[config.mk]
export PLATFORM = sky130hd
export DESIGN_NAME = hs_ram_bridge
export DESIGN_NICKNAME = d
export VERILOG_FILES = /design/src/rtl/hs_bridge_pkg.sv /design/src/rtl/hs_addr_decode.sv /design/src/rtl/hs_ram_bridge.sv
export SDC_FILE = /design/constraint.sdc
export NUM_CORES = 1
export LEC_CHECK = 0
export BUFFER_PORTS_ARGS = -buffer_cell sky130_fd_sc_hd__buf_4
export CAP_MARGIN = 20
export CORE_MARGIN = 8
export CORE_UTILIZATION = 55
export DETAILED_ROUTE_END_ITERATION = 16
export GPL_TIMING_DRIVEN = 0
export PLACE_DENSITY = 0.8
export SYNTH_ARGS = -nofsm -noshare
export SYNTH_HDL_FRONTEND = slang
export SYNTH_SLANG_ARGS = --single-unit
[constraint.sdc]
create_clock -name clk_sys -period 5.2 [get_ports clk_sys]
set_clock_uncertainty 0.1 [all_clocks]
set_input_delay 1.04 -clock clk_sys [delete_from_list [all_inputs] [get_ports clk_sys]]
set_output_delay 1.04 -clock clk_sys [all_outputs]
set_load 0.05 [all_outputs]
[src/rtl/hs_bridge_pkg.sv]
// Shared definitions for the hiscore RAM bridge: FSM states, Bagman RAM region map, unmapped read fill.
// Pure constants/helpers; no timing or flow control of its own.
package hs_bridge_pkg;

    typedef enum logic [2:0] {
        ST_IDLE,
        ST_REQ,
        ST_GRANT,
        ST_READ,
        ST_RELEASE
    } hs_state_e;

    localparam logic [15:0] WORK_BASE = 16'h6000;
    localparam logic [15:0] WORK_SIZE = 16'h0800;
    localparam logic [15:0] VID_BASE  = 16'h9000;
    localparam logic [15:0] VID_SIZE  = 16'h0400;
    localparam logic [15:0] COL_BASE  = 16'h9800;
    localparam logic [15:0] COL_SIZE  = 16'h0400;

    localparam logic [10:0] WORK_MASK = 11'(WORK_SIZE - 16'd1);
    localparam logic [10:0] VID_MASK  = 11'(VID_SIZE - 16'd1);
    localparam logic [10:0] COL_MASK  = 11'(COL_SIZE - 16'd1);

    localparam logic [2:0] REGION_NONE = 3'b000;
    localparam logic [2:0] REGION_WORK = 3'b001;
    localparam logic [2:0] REGION_VID  = 3'b010;
    localparam logic [2:0] REGION_COL  = 3'b100;

    localparam logic [7:0] UNMAPPED_RD = 8'hFF;

    function automatic logic in_region(input logic [15:0] addr,
                                       input logic [15:0] base,
                                       input logic [15:0] size);
        return (addr & ~(size - 16'd1)) == base;
    endfunction

endpackage

[src/rtl/hs_addr_decode.sv]
// Z80 address to one-hot RAM region select plus in-region offset.
// Purely combinational, zero latency; no flow control.
module hs_addr_decode
    import hs_bridge_pkg::*;
(
    input  logic [15:0] addr_i,
    output logic [2:0]  sel_o,
    output logic [10:0] addr_o
);

    always_comb begin
        sel_o  = REGION_NONE;
        addr_o = '0;
        if (in_region(addr_i, WORK_BASE, WORK_SIZE)) begin
            sel_o  = REGION_WORK;
            addr_o = addr_i[10:0] & WORK_MASK;
        end else if (in_region(addr_i, VID_BASE, VID_SIZE)) begin
            sel_o  = REGION_VID;
            addr_o = addr_i[10:0] & VID_MASK;
        end else if (in_region(addr_i, COL_BASE, COL_SIZE)) begin
            sel_o  = REGION_COL;
            addr_o = addr_i[10:0] & COL_MASK;
        end
    end

endmodule

[src/rtl/hs_ram_bridge.sv]
// Hands Bagman work/video/colour RAM to the hiscore engine once the Z80 is parked in WAIT.
// Reads land RD_LAT+1 cycles after GRANT samples the address; writes pulse ram_we 1 cycle after the strobe.
module hs_ram_bridge
    import hs_bridge_pkg::*;
#(
    parameter int STALL_MAX = 255,
    parameter int RD_LAT    = 1
) (
    input  logic        clk_sys,
    input  logic        reset,
    input  logic [15:0] hs_address,
    input  logic [7:0]  hs_data_in,
    output logic [7:0]  hs_data_out,
    input  logic        hs_write_enable,
    input  logic        hs_read_intent,
    input  logic        hs_write_intent,
    input  logic        cpu_stalled,
    output logic        cpu_wait,
    output logic        hs_owns_ram,
    output logic [10:0] ram_addr,
    output logic [7:0]  ram_wdata,
    output logic        ram_we,
    output logic [2:0]  ram_sel,
    input  logic [7:0]  ram_rdata
);

    localparam int             LW        = (RD_LAT < 1) ? 1 : $clog2(RD_LAT + 1);
    localparam logic [7:0]     STALL_LIM = 8'(STALL_MAX);
    localparam logic [LW-1:0]  LAT_LIM   = LW'(RD_LAT);

    hs_state_e      state_q, state_d;
    logic [7:0]     stall_cnt_q, stall_cnt_d;
    logic [LW-1:0]  lat_cnt_q, lat_cnt_d;
    logic           rd_pend_q, rd_pend_d;
    logic           forced_q, forced_d;
    logic [7:0]     data_out_q, data_out_d;
    logic [15:0]    last_addr_q;
    logic [2:0]     sel_q;
    logic [10:0]    addr_q;
    logic [7:0]     wdata_q;
    logic           we_q;

    logic [2:0]     dec_sel;
    logic [10:0]    dec_addr;
    logic           any_intent;
    logic           addr_chg;
    logic           owning_q;
    logic           owning_d;

    hs_addr_decode u_decode (
        .addr_i (hs_address),
        .sel_o  (dec_sel),
        .addr_o (dec_addr)
    );

    assign any_intent = hs_read_intent | hs_write_intent;
    assign addr_chg   = (hs_address != last_addr_q);
    assign owning_q   = (state_q == ST_GRANT) || (state_q == ST_READ);
    assign owning_d   = (state_d == ST_GRANT) || (state_d == ST_READ);

    always_comb begin
        state_d     = state_q;
        stall_cnt_d = stall_cnt_q;
        lat_cnt_d   = lat_cnt_q;
        rd_pend_d   = rd_pend_q;
        forced_d    = forced_q;
        data_out_d  = data_out_q;
        case (state_q)
            ST_IDLE: begin
                stall_cnt_d = '0;
                rd_pend_d   = 1'b0;
                if (any_intent) state_d = ST_REQ;
            end
            ST_REQ: begin
                if (stall_cnt_q != STALL_LIM) stall_cnt_d = stall_cnt_q + 8'd1;
                if (!any_intent) begin
                    state_d = ST_RELEASE;
                end else if (cpu_stalled) begin
                    state_d   = ST_GRANT;
                    rd_pend_d = 1'b1;
                end else if (stall_cnt_d == STALL_LIM) begin
                    state_d   = ST_GRANT;
                    rd_pend_d = 1'b1;
                    forced_d  = 1'b1;
                end
            end
            ST_GRANT: begin
                lat_cnt_d = '0;
                if (!any_intent) begin
                    state_d = ST_RELEASE;
                end else if (hs_write_enable) begin
                    // The write takes this cycle; any read it displaced is replayed afterwards.
                    rd_pend_d = rd_pend_q | addr_chg;
                end else if (hs_read_intent && (rd_pend_q || addr_chg)) begin
                    state_d   = ST_READ;
                    rd_pend_d = 1'b0;
                end
            end
            ST_READ: begin
                if (!any_intent) begin
                    state_d = ST_RELEASE;
                end else if (hs_write_enable) begin
                    state_d   = ST_GRANT;
                    rd_pend_d = 1'b1;
                end else if (addr_chg) begin
                    lat_cnt_d = '0;
                end else if (lat_cnt_q == LAT_LIM) begin
                    data_out_d = (sel_q == REGION_NONE) ? UNMAPPED_RD : ram_rdata;
                    state_d    = ST_GRANT;
                end else begin
                    lat_cnt_d = lat_cnt_q + LW'(1);
                end
            end
            ST_RELEASE: state_d = ST_IDLE;
            default:    state_d = ST_IDLE;
        endcase
    end

    always_ff @(posedge clk_sys) begin
        if (reset) begin
            state_q     <= ST_IDLE;
            stall_cnt_q <= '0;
            lat_cnt_q   <= '0;
            rd_pend_q   <= 1'b0;
            forced_q    <= 1'b0;
            data_out_q  <= '0;
            last_addr_q <= '0;
            sel_q       <= REGION_NONE;
            addr_q      <= '0;
            wdata_q     <= '0;
            we_q        <= 1'b0;
        end else begin
            state_q     <= state_d;
            stall_cnt_q <= stall_cnt_d;
            lat_cnt_q   <= lat_cnt_d;
            rd_pend_q   <= rd_pend_d;
            forced_q    <= forced_d;
            data_out_q  <= data_out_d;
            last_addr_q <= hs_address;
            // RAM port follows the engine address only while ownership is held next cycle.
            sel_q       <= owning_d ? dec_sel  : REGION_NONE;
            addr_q      <= owning_d ? dec_addr : '0;
            we_q        <= owning_q && owning_d && hs_write_enable && (dec_sel != REGION_NONE);
            if (owning_q && owning_d && hs_write_enable) wdata_q <= hs_data_in;
        end
    end

    assign hs_data_out = data_out_q;
    assign cpu_wait    = (state_q != ST_IDLE);
    assign hs_owns_ram = owning_q;
    assign ram_sel     = sel_q;
    assign ram_addr    = addr_q;
    assign ram_wdata   = wdata_q;
    assign ram_we      = we_q;

endmodule

== After elaboration in Yosys (flattened, before gate mapping) ==
Cells that the tools add are included.

* Register bits after elaboration: 60
* Input bits: 38
* Word-level logic and storage cells: 89

* Add/subtract/negate cells: 2
* Equality and inequality tests: 18
* Muxes and demuxes: 36
* Bitwise logic cells: 5
* Reductions and logical operators: 18

{| class="wikitable"
|+ Operators with widths
! cell !! number
|-
| 2-to-1 mux 3 bit || 14
|-
| 2-to-1 mux 8 bit || 3
|-
| 2-to-1 mux 11 bit || 2
|-
| != test 16 bit || 1
|-
| case mux 8 bit (2 select lines) || 1
|-
| equality test 3 x 2 -> 1 bit, second input constant || 4
|-
| equality test 6 bit, second input constant || 2
|-
| 2-to-1 mux 1 bit || 12
|-
| case mux 3 bit (4 select lines) || 1
|-
| 2-to-1 mux 10 bit || 1
|-
| != test 2 bit, second input constant || 5
|-
| adder 8 x 1 -> 8 bit, second input constant || 1
|-
| equality test 8 bit, second input constant || 1
|-
| != test 8 bit, second input constant || 1
|-
| AND reduction 7 bit || 1
|-
| zero test 3 bit || 2
|-
| nonzero test 3 bit || 2
|-
| equality test 5 x 4 -> 1 bit, second input constant || 1
|-
| AND reduction 5 bit || 1
|-
| logical AND 1 bit || 4
|-
| case mux 1 bit (4 select lines) || 1
|-
| nonzero test 2 bit || 2
|-
| nonzero test 4 bit || 1
|-
| equality test 3 x 1 -> 1 bit, second input constant || 1
|-
| other kinds (9) || 14
|}

== Depth between registers and ports, before layout ==
* Depth in word-level cells: 13
* Depth in mapped cells: 8

== By module ==
Synthesis repeated with hierarchy kept, for this count alone.

* Cell total of the unflattened synthesis: 333
* Area total of the unflattened synthesis: 2937.8 µm²

{| class="wikitable"
|+ By module, submodules not included
! module !! times used !! cells an instance !! area an instance (µm²) !! seq. area each (µm²)
|-
| hs_ram_bridge || 1 || 288 || 2595.0 || 1201.2
|-
| hs_addr_decode || 1 || 45 || 342.8 || 0.0
|}

== Worst setup path after synthesis ==
OpenSTA, ideal clock, no wires.

* Path type: reg-to-reg
* From: reg state_q[1]
* To: reg data_out_q[5], in the netlist hs_data_out[5]
* Arrival time: 2.528 ns
* Required time: 5.014 ns
* Path slack: 2.486 ns
* Stages on the path, launching flop included: 9
* Buffers on the path: 2
* Clock period less this slack: 2.714 ns
* Cells stage by stage: dfxtp_1 > clkbuf_1 > nor2b_1 > and3b_1 > nand2_1 > nor2_1 > clkbuf_1 > nor2_1 > a211oi_1

* Cells in the longest elaborated chain, start to end: 2

{| class="wikitable"
|+ RTL lines
! item !! RTL line !! RTL
|-
| start, declared || hs_ram_bridge.sv:31 || <nowiki>hs_state_e state_q, state_d;</nowiki>
|-
| start signal, assigned || hs_ram_bridge.sv:133 || <nowiki>state_q <= state_d;</nowiki>
|-
| equality test 3 x 2 -> 1 bit || hs_ram_bridge.sv:68 || <nowiki>case (state_q)</nowiki>
|-
| AND reduction 5 bit (no line) || n/a ||
|-
| end signal, assigned || hs_ram_bridge.sv:138 || <nowiki>data_out_q <= data_out_d;</nowiki>
|-
| end, declared || hs_ram_bridge.sv:36 || <nowiki>logic [7:0] data_out_q, data_out_d;</nowiki>
|}

No other way between the ends.
A chain may end at the register's enable or synchronous reset.

== Final worst setup path ==
* From: in hs_address[1]
* To: reg data_out_q[6], in the netlist hs_data_out[6]

* Cells in the longest elaborated chain, start to end: 3

{| class="wikitable"
|+ RTL lines
! item !! RTL line !! RTL
|-
| start, declared || hs_ram_bridge.sv:11 || <nowiki>input logic [15:0] hs_address,</nowiki>
|-
| != test 16 bit || hs_ram_bridge.sv:57 || <nowiki>assign addr_chg = (hs_address != last_addr_q);</nowiki>
|-
| inverter 1 bit (no line) || n/a ||
|-
| AND reduction 5 bit (no line) || n/a ||
|}

No other way between the ends.

==> Flow_metrics.wiki <==
{| class="wikitable"
! Metric !! Value
|-
| Cell count of the worst hold path || 2
|-
| Floorplan row count || 25
|-
| Synth Instances || 281
|-
| Routability congestion estimate from global placement || 0.889
|-
| Total routing usage reported by global routing || 17.6%
|-
| CP max stage delay || 0.51 ns
|-
| IO Count || 71
|-
| Number of antenna violations at the first check in global routing || 0
|-
| Total global routing overflow || 0
|-
| Count of hold buffers inserted by post-cts repair || 0
|-
| Number of nets in the synthesized netlist || 320
|-
| Type of destination of the critical path || flip-flop
|-
| Vias per Instance || 5.48
|-
| Drc violations || 0
|-
| CP cell instances || buf_4, xor2_1, nor4_1, nand4_1, nor2_1, clkbuf_1, nor2_1, a211oi_1
|-
| Worst min-delay path category || reg -> reg
|-
| Setup repair after global routing missed its margin || no
|-
| Most numerous cell types in the synthesized netlist || dfxtp_1 (60), nor2_1 (37), nor2b_1 (21)
|-
| Total via count in the routed design || 2,301
|-
| Share of the yosys chip area belonging to registers || 47.0%
|-
| Pre-CTS setup slack || 1.71 ns
|-
| Leading cell type by number of instances after synthesis || dfxtp_1
|-
| Cell seen most often among critical-path stages || nor2_1
|-
| Routed wirelength normalized by instance count || 14.6 um
|-
| Post-Synthesis Cell Area || 2560 sq um
|-
| Fraction of final layout cells with drive strength greater than 1 || 26.2%
|-
| Met1 usage in global routing || 21.1%
|-
| Final-report hold violation count || 0
|-
| Global-route track usage on met3 || 8.03%
|-
| Port bufs || 69
|-
| Number of diodes || 0
|-
| Pwr per Cell Area || 291 nW/um^2
|-
| Fin Setup TNS || 0 ns
|-
| Setup slack after layout || 2.08 ns
|-
| Clock network latency to the later pin of the worst-skew pair || 0.33 ns
|-
| Top cell type's share of synthesized area || 47.0%
|-
| Placeable Area || 4600 sq um
|-
| Wire length of the first global-routing pass || 10,300 um
|-
| Number of setup buffers added after CTS || 0
|-
| Iter 0 DRT Violations || 92
|-
| Critical path data arrival time || 3.26 ns
|-
| Nets || 400
|-
| Maximum fanout encountered on the critical timing path || 10
|-
| EDFF count, synth || 0
|-
| Number of nets with antenna violations after routing || 0
|-
| Clock net sink count || 60
|-
| Die extent in y || 84.2 um
|-
| Relative slew slack || 40.1%
|-
| Ranking of synthesized cells by area || dfxtp_1 (47%), xor2_1 (5.5%), nor2_1 (5.4%), nor2b_1 (5.1%), mux2i_1 (3.9%)
|-
| YS warnings || 0
|-
| Critical path class || in -> reg
|-
| TritonCTS clock tree || built
|-
| Cell taking the most area after synthesis || dfxtp_1
|-
| Clock tree root driver cell || clkbuf_8
|-
| Floorplan die area || 7090 sq um
|-
| Achievable clock frequency || 321 MHz
|-
| Initial cell density of the core || 55.6%
|-
| Minimum hold slack || 0.399 ns
|-
| Met2 routing resource usage after global routing || 26.5%
|-
| Half-perimeter wire length of the detailed placement result || 4490 um
|-
| Final critical path time including I/O delays and setup || 3.12 ns
|-
| Slowest cell on crit path || nor2_1
|-
| CTS-repair resized insts || 0
|-
| Core occupancy in the finished layout || 72.4%
|-
| Number of logic stages on the critical path including buffering || 8
|-
| Async set-reset flop share out of synthesis || 0%
|-
| Mean instance size in the synthesized netlist || 9.10 sq um
|-
| Number of setup violations in the final report || 0
|-
| Synthesis-to-layout area growth || 30.1%
|-
| Number of global-route vias before repair || 2,243
|-
| Synthesis-stage register bit count || 60
|-
| # H-tree levels || 3
|-
| Buffers plus inverters on the worst setup path || 2
|-
| Static leakage || 1.44 nW
|-
| Worst slew pin tran || 0.892 ns
|-
| Portion of the clock cycle consumed by the worst path in the final layout || 60.0%
|-
| Maximum ir drop on the vdd rail || 269 uV
|-
| CTS Buf Count || 9
|-
| Largest net degree at the start of global routing || 11
|-
| Leading register cell type out of synthesis || dfxtp_1
|-
| Critical Path Source Type || input pin
|-
| Horizontal die dimension || 84.2 um
|-
| Yosys cell types || 47
|-
| Peak-usage layer in the global routing report || met2
|-
| Maximum clock insertion buffer count || 2
|-
| Total count of max-transition violations in the final report || 0
|-
| Reg clk slew, reported paths || 0.07 ns
|-
| Worst path required time || 5.34 ns
|-
| Total of max-cap violations || 0
|-
| Depth of the worst register-to-register path || 8
|-
| Count of TritonRoute iterations in the first routing pass || 4
|-
| Run status || finished, final reports clean
|-
| Worst path top cell family by delay || simple AND/OR/NAND/NOR gates
|-
| Routed wire length || 6150 um
|}
cells by family (layout without fill, tap and decap cells):
family / after synthesis / after routing / share of synthesized area (%)
simple gates: 123 / 123 / 26.0
mux: 11 / 11 / 4.35
fa+ha+maj: 1 / 1 / 0.489
flops: 60 / 60 / 47.0
buf+inv: 25 / 110 / 4.26
xor+xnor: 16 / 16 / 5.48
compound gates: 45 / 45 / 12.4
placed cells by master, fill, tap and decap left out, types with 4 or more instances in the layout:
master / n
o21ai_0: 5
dfxtp_1: 60
a211oi_1: 10
clkbuf_1: 13
buf_4: 70
xor2_1: 16
nand3_1: 4
nor2b_1: 21
a21oi_1: 15
nand4_1: 7
mux2i_1: 10
inv_1: 9
nor3_1: 10
nand2_1: 11
nor2_1: 37
nor4_1: 5
and2_1: 11
clkbuf_8: 9
per-stage QoR:
step / instances / total power [W] / area (sq um)
after CTS: 420 / 0.000977 / 3330
final: 420 / 0.000969 / 3330
after global placement: 404 / 0.000583 / 3140
after floorplan: 281 / 0.000542 / 2560
after global routing: 420 / 0.00101 / 3330
after detailed placement: 404 / 0.000585 / 3140
power by group:
group          total [W]  internal, W  switching, W
clock network   0.000393     0.000219      0.000174
registers       0.000476     0.000471    0.00000583
logic          0.0000996    0.0000450     0.0000546
total           0.000969     0.000734      0.000235
registers in the layout (all words and copies together) (netlist names):
signal       count
last_addr_q     16
rd_pend_q        1
ram_we           1
lat_cnt_q        1
ram_wdata        8
ram_sel          3
state_q          3
ram_addr        11
stall_cnt_q      8
hs_data_out      8
worst paths after layout:
path,start,slack [ns],to
max,hs_address[1],2.08,hs_data_out[6]
min,ram_wdata[0],0.40,ram_wdata[0]
max reg2reg,stall_cnt_q[0],2.38,ram_addr[1]
min reg2reg,ram_wdata[0],0.40,ram_wdata[0]
tightest hold or removal path, cell delays in order, from the launching register on:
cell	delay [ns]
dfxtp_1	0.33
mux2i_1	0.07
nor2_1	0.07
layer usage:
layer | part of all wire (%) | up-vias
li1 | - | 1142
met1 | 46 | 1068
met2 | 44 | 83
met3 | 8.6 | 8
met4 | 1.5 | 0
met5 | 0 | -
area by class of cell:
type,count,area [sq um]
Buffer,16,75.1
Fill cell,362,1270
Clock inverter,5,52.6
Inverter,9,33.8
Multi-Input combinational cell,196,1250
Tap cell,54,67.6
Clock buffer,11,131
Timing Repair Buffer,69,518
Sequential cell,60,1200
No activity file was read; power rests on OpenSTA's default activity.
